[config.mk]
export PLATFORM = sky130hd
export DESIGN_NAME = rf_wb_sched
export DESIGN_NICKNAME = d
export VERILOG_FILES = /design/src/rtl/rf_wb_sched_pkg.sv /design/src/rtl/rr_arbiter.sv /design/src/rtl/rf_wb_sched.sv
export SDC_FILE = /design/constraint.sdc
export NUM_CORES = 1
export LEC_CHECK = 0
export CORE_UTILIZATION = 39
export CTS_CLUSTER_SIZE = 24
export DETAILED_ROUTE_END_ITERATION = 10
export MAX_ROUTING_LAYER = met4
export PLACE_DENSITY = 0.78
export REMOVE_ABC_BUFFERS = 1
export SLEW_MARGIN = 15
export SYNTH_ARGS = -nofsm -noshare
export SYNTH_HDL_FRONTEND = slang
export SYNTH_SLANG_ARGS = --single-unit
[constraint.sdc]
create_clock -name clk -period 2.77 [get_ports clk]
set_input_delay 0.277 -clock clk [delete_from_list [all_inputs] [get_ports clk]]
set_output_delay 0.277 -clock clk [all_outputs]
set_load 0.03 [all_outputs]
[src/rtl/rf_wb_sched_pkg.sv]
// rf_wb_sched_pkg: shared core constants for register width, register count and write-back requester indices.
package rf_wb_sched_pkg;

    localparam int CFG_XLEN     = 32;
    localparam int CFG_REG_AW   = 5;
    localparam int CFG_NUM_REGS = 1 << CFG_REG_AW;
    localparam int CFG_NUM_REQ  = 3;

    typedef enum logic [1:0] {
        REQ_EX     = 2'd0,
        REQ_LSU    = 2'd1,
        REQ_MULDIV = 2'd2
    } wb_req_e;

endpackage

[src/rtl/rr_arbiter.sv]
// rr_arbiter: round-robin grant; the search starts at ptr_i and wraps modulo N.
//   req_i       : per-requester request
//   ptr_i       : highest-priority requester this cycle
//   grant_o     : one-hot grant (zero when no request)
//   grant_idx_o : index of the granted requester (0 when no request)
module rr_arbiter #(
    parameter  int N  = 3,
    localparam int IW = N > 1 ? $clog2(N) : 1
) (
    input  logic [N-1:0]  req_i,
    input  logic [IW-1:0] ptr_i,
    output logic [N-1:0]  grant_o,
    output logic [IW-1:0] grant_idx_o
);

    // Walk the priority order backwards so the requester closest to ptr_i is the last, winning assignment.
    always_comb begin
        int idx;
        idx         = 0;
        grant_o     = '0;
        grant_idx_o = '0;
        for (int i = N - 1; i >= 0; i--) begin
            idx = (int'(ptr_i) + i) % N;
            if (req_i[idx]) begin
                grant_o     = N'(1) << idx;
                grant_idx_o = IW'(idx);
            end
        end
    end

endmodule

[src/rtl/rf_wb_sched.sv]
// rf_wb_sched: write-back port arbitration into the register file plus a pending-write scoreboard for issue stalls.
//   wb_valid_i/wb_addr_i/wb_data_i : per-requester write-back requests (slice k = requester k)
//   wb_ready_o                     : combinational one-hot accept
//   rf_wr_en_o/addr_o/data_o       : registered register-file write port
//   iss_valid_i/rd/rs1/rs2         : instruction being issued by ID
//   iss_stall_o                    : hold the issuing instruction
//   busy_o                         : bit n set = write to xn pending
module rf_wb_sched
    import rf_wb_sched_pkg::*;
#(
    parameter int NUM_REQ = CFG_NUM_REQ,
    parameter int XLEN    = CFG_XLEN,
    parameter int REG_AW  = CFG_REG_AW
) (
    input  logic                      clk,
    input  logic                      rst_n,
    input  logic [NUM_REQ-1:0]        wb_valid_i,
    input  logic [NUM_REQ*REG_AW-1:0] wb_addr_i,
    input  logic [NUM_REQ*XLEN-1:0]   wb_data_i,
    output logic [NUM_REQ-1:0]        wb_ready_o,
    output logic                      rf_wr_en_o,
    output logic [REG_AW-1:0]         rf_wr_addr_o,
    output logic [XLEN-1:0]           rf_wr_data_o,
    input  logic                      iss_valid_i,
    input  logic [REG_AW-1:0]         iss_rd_i,
    input  logic [REG_AW-1:0]         iss_rs1_i,
    input  logic [REG_AW-1:0]         iss_rs2_i,
    output logic                      iss_stall_o,
    output logic [(1<<REG_AW)-1:0]    busy_o
);

    localparam int NREG = 1 << REG_AW;
    localparam int IW   = NUM_REQ > 1 ? $clog2(NUM_REQ) : 1;

    logic [IW-1:0]      rr_ptr_q, rr_ptr_d, gnt_idx;
    logic [NUM_REQ-1:0] gnt;
    logic               xfer;
    logic [REG_AW-1:0]  g_addr;
    logic [XLEN-1:0]    g_data;
    logic               wr_en_q, wr_en_d;
    logic [REG_AW-1:0]  wr_addr_q, wr_addr_d;
    logic [XLEN-1:0]    wr_data_q, wr_data_d;
    logic [NREG-1:0]    busy_q, busy_d, busy_eff, clr_mask, set_mask;

    rr_arbiter #(.N(NUM_REQ)) u_arb (
        .req_i       (wb_valid_i),
        .ptr_i       (rr_ptr_q),
        .grant_o     (gnt),
        .grant_idx_o (gnt_idx)
    );

    // Nothing is accepted while reset is held, so requests in flight are dropped.
    assign wb_ready_o = rst_n ? gnt : '0;
    assign xfer       = |(wb_valid_i & wb_ready_o);
    assign g_addr     = wb_addr_i[int'(gnt_idx)*REG_AW +: REG_AW];
    assign g_data     = wb_data_i[int'(gnt_idx)*XLEN +: XLEN];

    // The register file bypasses the write currently on the port, so that bit no longer blocks issue.
    assign clr_mask = wr_en_q ? NREG'(1) << wr_addr_q : '0;
    assign busy_eff = busy_q & ~clr_mask;

    assign iss_stall_o = rst_n && iss_valid_i &&
                         ((|iss_rs1_i && busy_eff[iss_rs1_i]) ||
                          (|iss_rs2_i && busy_eff[iss_rs2_i]) ||
                          (|iss_rd_i  && busy_eff[iss_rd_i]));

    assign set_mask = (iss_valid_i && !iss_stall_o && |iss_rd_i) ? NREG'(1) << iss_rd_i : '0;

    // Set wins over clear because it is applied after the clear; x0 is never tracked.
    always_comb begin
        busy_d    = (busy_eff | set_mask) & ~NREG'(1);
        rr_ptr_d  = xfer ? ((int'(gnt_idx) == NUM_REQ - 1) ? '0 : IW'(gnt_idx + 1'b1)) : rr_ptr_q;
        wr_en_d   = xfer && |g_addr;
        wr_addr_d = xfer ? g_addr : wr_addr_q;
        wr_data_d = xfer ? g_data : wr_data_q;
    end

    always_ff @(posedge clk or negedge rst_n) begin
        if (!rst_n) begin
            rr_ptr_q  <= '0;
            wr_en_q   <= 1'b0;
            wr_addr_q <= '0;
            wr_data_q <= '0;
            busy_q    <= '0;
        end else begin
            rr_ptr_q  <= rr_ptr_d;
            wr_en_q   <= wr_en_d;
            wr_addr_q <= wr_addr_d;
            wr_data_q <= wr_data_d;
            busy_q    <= busy_d;
        end
    end

    assign rf_wr_en_o   = wr_en_q;
    assign rf_wr_addr_o = wr_addr_q;
    assign rf_wr_data_o = wr_data_q;
    assign busy_o       = busy_q;

endmodule

### Yosys cells after proc, flatten, opt, wreduce, memory -nomap -nowiden

Cells that the tools add are included.

| storage, ports and cells | value |
|---|---|
| register bits after elaboration | 71 |
| input port bits | 132 |
| output and inout port bits | 74 |
| word-level logic and storage cells | 71 |

| operators by class | value |
|---|---|
| equal/unequal tests | 1 |
| divide/modulo/power cells | 3 |
| $add $sub $neg | 3 |
| reduce and logical (&&, ||, !) cells | 16 |
| bitwise operators | 4 |
| muxes and demuxes | 25 |
| $mul | 1 |
| shift-type cells | 7 |
| $lt $le $gt $ge | 6 |

Operator list:

| operator | number |
|---|---|
| $lt 32x4->1 const B | 3 |
| $shiftx 96x8->32 | 1 |
| $shl 1x32->3 const A | 3 |
| $mod 32x3->32 const B | 2 |
| $mux 32 | 2 |
| $shl 1x5->32 const A | 2 |
| $and 32x32->32 | 1 |
| $mod 3x3->32 const B | 1 |
| $not 32->32 | 1 |
| $or 32x32->32 | 1 |
| $reduce_or 5->1 | 4 |
| $lt 5x6->1 const B | 3 |
| $bmux 1 s5 | 3 |
| $shiftx 15x6->5 | 1 |
| $mux 3 | 4 |
| $mux 1 | 9 |
| $logic_and 1x1->1 | 8 |
| $mux 2 | 4 |
| $bmux 1 s2 | 3 |
| $mul 2x3->5 const B | 1 |
| $add 2x1->3 const B | 1 |
| $add 2x2->3 const B | 1 |
| $and 3x3->3 | 1 |
| $reduce_or 3->1 | 1 |
| other kinds (4) | 5 |

### Longest topological paths before layout

Gate-level depths: netlist of the first run.

| depth | value |
|---|---|
| word-level depth | 15 |
| depth in mapped cells | 14 |
| mapped depth without buffers | 10 |

### Modules after synthesis

A second synthesis of the first run with hierarchy kept.

| second synthesis, totals | value |
|---|---|
| cell total of the unflattened synthesis | 600 |
| area total of the unflattened synthesis | 4968.5 um2 |

Modules (own cells, without submodules):

| module | instances | area each (um2) | cells each | sequential area each (um2) |
|---|---|---|---|---|
| rf_wb_sched | 1 | 4702.0 | 563 | 1776.7 |
| rr_arbiter | 1 | 266.5 | 37 | 0.0 |

### Worst setup path after synthesis of the first run

No wires, ideal clock.

| timing path | value |
|---|---|
| kind | register to register |
| start | register rr_ptr_q[1] |
| end | register wr_data_q[10] (netlist: rf_wr_data_o[10]) |
| arrival | 2996 ps |
| cell stages (with the launch flop) | 12 |
| clock period less this slack | 3122 ps |
| data required time | 2644 ps |
| setup slack | -352 ps |
| library setup time | 126 ps |
| buffers on the path | 3 |
| cells stage by stage | dfrtp_1 > inv_1 > ha_1 > clkbuf_1 > mux2i_1 > o22ai_1 > o21a_1 > a211oi_1 > a211oi_1 > buf_2 > buf_1 > a221o_1 |

| between the ends | value |
|---|---|
| cells in the longest elaborated chain, start to end | 11 |
| elaborated cells on any way between the ends | 27 |
| classes of those cells | add/sub (2); div (3); shift (4); mux (16); bitwise (1); reduce/logical (1) |

Ends and longest elaborated chain:

| item | line | RTL |
|---|---|---|
| start, declared | rf_wb_sched.sv:35 | `logic [IW-1:0] rr_ptr_q, rr_ptr_d, gnt_idx;` |
| start signal, assigned | rf_wb_sched.sv:86 | `rr_ptr_q <= rr_ptr_d;` |
| $add 2x2->3 | rr_arbiter.sv:23 | `idx = (int'(ptr_i) + i) % N;` |
| $mod 32x3->32 | rr_arbiter.sv:23 |  |
| $bmux 1 s2 | rr_arbiter.sv:24 | `if (req_i[idx]) begin` |
| $mux 1 (not written as such) (2 in series) | rr_arbiter.sv:24 |  |
| $mux 3 (2 in series) | rr_arbiter.sv:24 |  |
| $mux 3 * | rr_arbiter.sv:24 |  |
| $mux 3 * | rf_wb_sched.sv:53 | `assign wb_ready_o = rst_n ? gnt : '0;` |
| via wb_ready_o[0] | rf_wb_sched.sv:20 | `output logic [NUM_REQ-1:0] wb_ready_o,` |
| $and 3x3->3 * | rf_wb_sched.sv:54 | `assign xfer = \|(wb_valid_i & wb_ready_o);` |
| $reduce_or 3->1 * | rf_wb_sched.sv:54 |  |
| end signal, assigned | rf_wb_sched.sv:89 | `wr_data_q <= wr_data_d;` |
| end, declared | rf_wb_sched.sv:42 | `logic [XLEN-1:0] wr_data_q, wr_data_d;` |

The timed path passes the listed nets; every way through them passes the cells marked *. The select of a mux whose other input is x is not followed.
A chain may end at the register's enable or synchronous reset.

### Worst setup path after layout of the first run

| timing path | value |
|---|---|
| start | register wr_addr_q[0] (netlist: rf_wr_addr_o[0]) |
| end | output iss_stall_o |

| between the ends | value |
|---|---|
| cells in the longest elaborated chain, start to end | 10 |
| elaborated cells on any way between the ends | 16 |
| classes of those cells | shift (1); mux (7); bitwise (2); reduce/logical (6) |

Ends and longest elaborated chain:

| item | line | RTL |
|---|---|---|
| start, declared | rf_wb_sched.sv:41 | `logic [REG_AW-1:0] wr_addr_q, wr_addr_d;` |
| start signal, assigned | rf_wb_sched.sv:88 | `wr_addr_q <= wr_addr_d;` |
| $shl 1x5->32 * | rf_wb_sched.sv:59 | `assign clr_mask = wr_en_q ? NREG'(1) << wr_addr_q : '0;` |
| $mux 32 * | rf_wb_sched.sv:59 |  |
| $not 32->32 * | rf_wb_sched.sv:60 | `assign busy_eff = busy_q & ~clr_mask;` |
| $and 32x32->32 * | rf_wb_sched.sv:60 |  |
| $bmux 1 s5 (on tied branches) | rf_wb_sched.sv:63, rf_wb_sched.sv:64 |  |
| $mux 1 (on tied branches) | rf_wb_sched.sv:63, rf_wb_sched.sv:64 |  |
| $logic_and 1x1->1 (on tied branches) | rf_wb_sched.sv:63, rf_wb_sched.sv:64 |  |
| $logic_or 1x1->1 | rf_wb_sched.sv:63 | `((\|iss_rs1_i && busy_eff[iss_rs1_i]) \|\|` |
| $logic_or 1x1->1 * | rf_wb_sched.sv:64 | `(\|iss_rs2_i && busy_eff[iss_rs2_i]) \|\|` |
| $logic_and 1x1->1 * | rf_wb_sched.sv:62 | `assign iss_stall_o = rst_n && iss_valid_i &&` |
| end, declared | rf_wb_sched.sv:28 | `output logic iss_stall_o,` |

Every way passes the cells marked *; elsewhere a longest branch is shown, timed or not. The select of a mux whose other input is x is not followed.

==> results.sh, run 1 <==
export IMPL_outcome="finished with violations"
export IMPL_violations="negative setup slack"
export IMPL_syn_avg_cell_area_sq_um=9.37
export IMPL_period_minus_slack_ns=3.37
export IMPL_syn_inst=514
export IMPL_portBuffers=204
export IMPL_grt_pass1_vias=5868
export IMPL_root_buffer="clkbuf_16"
export IMPL_clk_path_buf_depth=2
export IMPL_r2r_slack_ns=-0.41
export IMPL_yosysTopAreaCellShare_pct=36.9
export IMPL_finalInstanceArea_sq_um=8380
export IMPL_power_per_cell_area_nw_per_um2=1050
export IMPL_post_route_util_pct=69.8
export IMPL_synth_top_cell_by_area="dfrtp_1"
export IMPL_cts_tree="built"
export IMPL_die_h_um=113
export IMPL_antenna_left=0
export IMPL_synth_edf_count=0
export IMPL_synth_common_cells="71 x dfrtp_1, 51 x o21ai_0, 48 x mux2i_1"
export IMPL_async_flop_share_pct=100
export IMPL_postLayoutSetupSlackWorst_ns=-0.601
export IMPL_grt_pass1_wl_um=32900
export IMPL_reg2reg_to="busy_o[15]"
export IMPL_relSlewSlack_pct=61.7
export IMPL_p_comb_share_pct=64.4
export IMPL_synthFlopType="dfrtp_1"
export IMPL_rsz0062_at_grt="yes"
export IMPL_dpl_cell_area_sq_um=7750
export IMPL_cp_start_kind="flop"
export IMPL_vias=5785
export IMPL_nets=933
export IMPL_seqPwrFrac_pct=22.5
export IMPL_clock_skew_ns=0.0112
export IMPL_peakVddDrop_uv=629
export IMPL_setup_violations=32
export IMPL_hold_viol=0
export IMPL_worstPathArrival_ns=3.09
export IMPL_insertion_delay_ns=0.34
export IMPL_worst_pin_slew_ns=0.575
export IMPL_path_max_fanout=6
export IMPL_first_pass_iters=5
export IMPL_swShare_pct=44.8
export IMPL_finalWirelength_um=21900
export IMPL_total_power_mw=8.84
export IMPL_path_clk_slew_ns=0.06
export IMPL_max_freq_mhz=297
export IMPL_floorplan_die_area_sq_um=12800
export IMPL_top_layer_used="met4"
export IMPL_core_sq_um=12000
export IMPL_area_growth_pct=74.1
export IMPL_drive_gt1_share_pct=25.0
export IMPL_synth_cell_types=65
export IMPL_antenna_found_initial=0
export IMPL_syn_area_sq_um=4820
export IMPL_seq_area_frac_synth_pct=36.9
export IMPL_drt_vias_per_instance=6.08
export IMPL_synth_area_leaders="dfrtp_1 37%, mux2i_1 10%, a221o_1 6.7%"
export IMPL_p_switching_mw=3.96
export IMPL_p_leak_nw=3.48
export IMPL_cts_buffers=9
export IMPL_max_cap_violations=0
export IMPL_min_path_type="primary input to async pin"
export IMPL_insertedDiodeCount=0
export IMPL_routed_wl_met3_um=2140
export IMPL_grt_max_degree=53
export IMPL_r2r_start="rf_wr_addr_o[0]"
export IMPL_r2r_cells=9
export IMPL_p_int_mw=4.88
export IMPL_hpwl_um=17100
export IMPL_synth_most_common_cell="dfrtp_1"
export IMPL_worstSetupEndpointType="output port"
export IMPL_finalMaxSlewViolations=0
export IMPL_io_pins=206
export IMPL_cts_max_level=3
export IMPL_ys_seq_elements=71
export IMPL_drtIter0Drc=514
export IMPL_clkSinkCount=71
export IMPL_crit_type="flop to output port"
export IMPL_initial_core_util_pct=40.1
export IMPL_grt_overflow=0
export IMPL_cp_required_ns=2.49
export IMPL_die_x_um=113
export IMPL_routabilityCongestion=0.961
export IMPL_post_route_drc_count=0
export IMPL_p_clk_share_pct=13.2
export IMPL_post_route_period_util_pct=122
export IMPL_track_usage_pct=35.5
export IMPL_synth_warnings=0
export IMPL_fp_row_count=40
export IMPL_wire_per_inst_um=23.1
export IMPL_wl_met2_um=10900
export IMPL_m1WireLength_um=7810
[state kept, by name (all words and copies together), names as in the netlist]
register / cells
rf_wr_data_o: 32
rr_ptr_q: 2
busy_o: 31
rf_wr_addr_o: 5
rf_wr_en_o: 1
[layout by cell type, fill, tap and decap left out, types with 3 or more instances in the layout]
| cell | count |
|---|---|
| nand2_1 | 23 |
| o211a_1 | 3 |
| a211oi_1 | 4 |
| a221o_1 | 32 |
| o21ai_1 | 11 |
| nor2_1 | 20 |
| mux4_2 | 7 |
| nor2b_1 | 6 |
| dfrtp_2 | 4 |
| o21a_1 | 4 |
| nand2b_1 | 6 |
| buf_6 | 4 |
| nand4_1 | 5 |
| dfrtp_1 | 67 |
| mux2i_1 | 48 |
| o31ai_1 | 6 |
| clkdlybuf4s50_1 | 199 |
| a21oi_1 | 16 |
| clkbuf_16 | 9 |
| o21ai_0 | 37 |
| o21ai_2 | 13 |
| buf_4 | 108 |
| inv_1 | 9 |
| buf_12 | 7 |
| nor3_1 | 38 |
| o22ai_1 | 4 |
| o31ai_2 | 5 |
| nand4b_1 | 4 |
| o211ai_1 | 21 |
| nand3_1 | 7 |
[critical path, stage by stage (launching register included)]
cell and delay, ns:
dfrtp_2 0.44, buf_4 0.15, nand4b_1 0.21, buf_4 0.19
o21ai_1 0.34, nor2_1 0.10, a211oi_2 0.32, nor4_4 0.10
nor4_1 0.29, buf_4 0.17, nand2_1 0.05, o211a_1 0.26
buf_12 0.14
[repair_timing]
action	in CTS	in global routing
setup buffers	9	2
endpoints found under the setup margin	34	34
gates cloned	0	0
gates resized for setup	39	33
pin swaps	12	12
hold buffers	1	0
endpoints found under the hold margin	12	0
[power groups by stage]
stage / Combinational, mW / Clock [mW] / Sequential (mW)
2_1_floorplan: 1.89 / 0 / 2.80
5_1_grt: 6.00 / 1.22 / 2.05
3_5_place_dp: 5.40 / 0 / 1.96
6_report: 5.69 / 1.16 / 1.99
4_1_cts: 5.57 / 1.18 / 1.98
3_3_place_gp: 5.30 / 0 / 1.95
[metrics by stage]
step | cells | hold WS [ns] | setup WS (ns) | setup TNS, ns
after floorplan | 466 | -0.0186 | -4.21 | -165.84
after global placement | 925 | 0.177 | -0.384 | -7.53
after detailed placement | 925 | 0.183 | -0.416 | -8.69
after CTS | 951 | 0.388 | -0.539 | -3.70
after global routing | 951 | 0.410 | -0.719 | -9.21
final | 951 | 0.398 | -0.601 | -6.24
[worst max path at each step]
| stage | start | cells past startpoint | to |
|---|---|---|---|
| global route | rf_wr_addr_o[0] | 12 | iss_stall_o |
| finish | rf_wr_addr_o[0] | 12 | iss_stall_o |
| global placement | rf_wr_addr_o[0] | 11 | iss_stall_o |
| CTS | rf_wr_addr_o[0] | 11 | iss_stall_o |
| floorplan | rr_ptr_q[0] | 8 | rf_wr_addr_o[0] |
| detailed placement | rf_wr_addr_o[0] | 11 | iss_stall_o |
[routing by layer]
layer  up-vias  GRT usage (%)
met5         -              -
met4         0           19.9
met3        66           8.89
met2       377           58.8
met1      2754           39.2
li1       2588              -
[kinds of logic after synthesis]
group / count (synthesis) / share of synthesized area (%)
buffers and inverters: 59 / 4.99
and+or+nand+nor: 133 / 14.7
muxes: 57 / 13.7
DFF: 71 / 36.9
other: 1 / 0.0779
adders and majority gates: 2 / 0.520
AOI/OAI and AO/OA: 189 / 28.7
xor gates and xnor gates: 2 / 0.364
[cell type report]
cell class | count | area, sq um
timing repair buffer | 322 | 3020
clock buffer | 11 | 243
sequential | 71 | 1780
tap | 147 | 184
fill | 924 | 3630
inverter | 11 | 41.3
multi-input combinational | 384 | 3060
clock inverter | 5 | 57.6
Power figures use the tool's default switching activity.
==> run 2, diff against run 1 <==
--- a/config.mk
+++ b/config.mk
@@ -5,6 +5,7 @@
 export SDC_FILE = /design/constraint.sdc
 export NUM_CORES = 1
 export LEC_CHECK = 0
+export ABC_CLOCK_PERIOD_IN_PS = 2770
 export CORE_UTILIZATION = 39
 export CTS_CLUSTER_SIZE = 24
 export DETAILED_ROUTE_END_ITERATION = 10
==> results of run 2 <==
No change in the layout: final DEF, timing and power equal those of run 1.
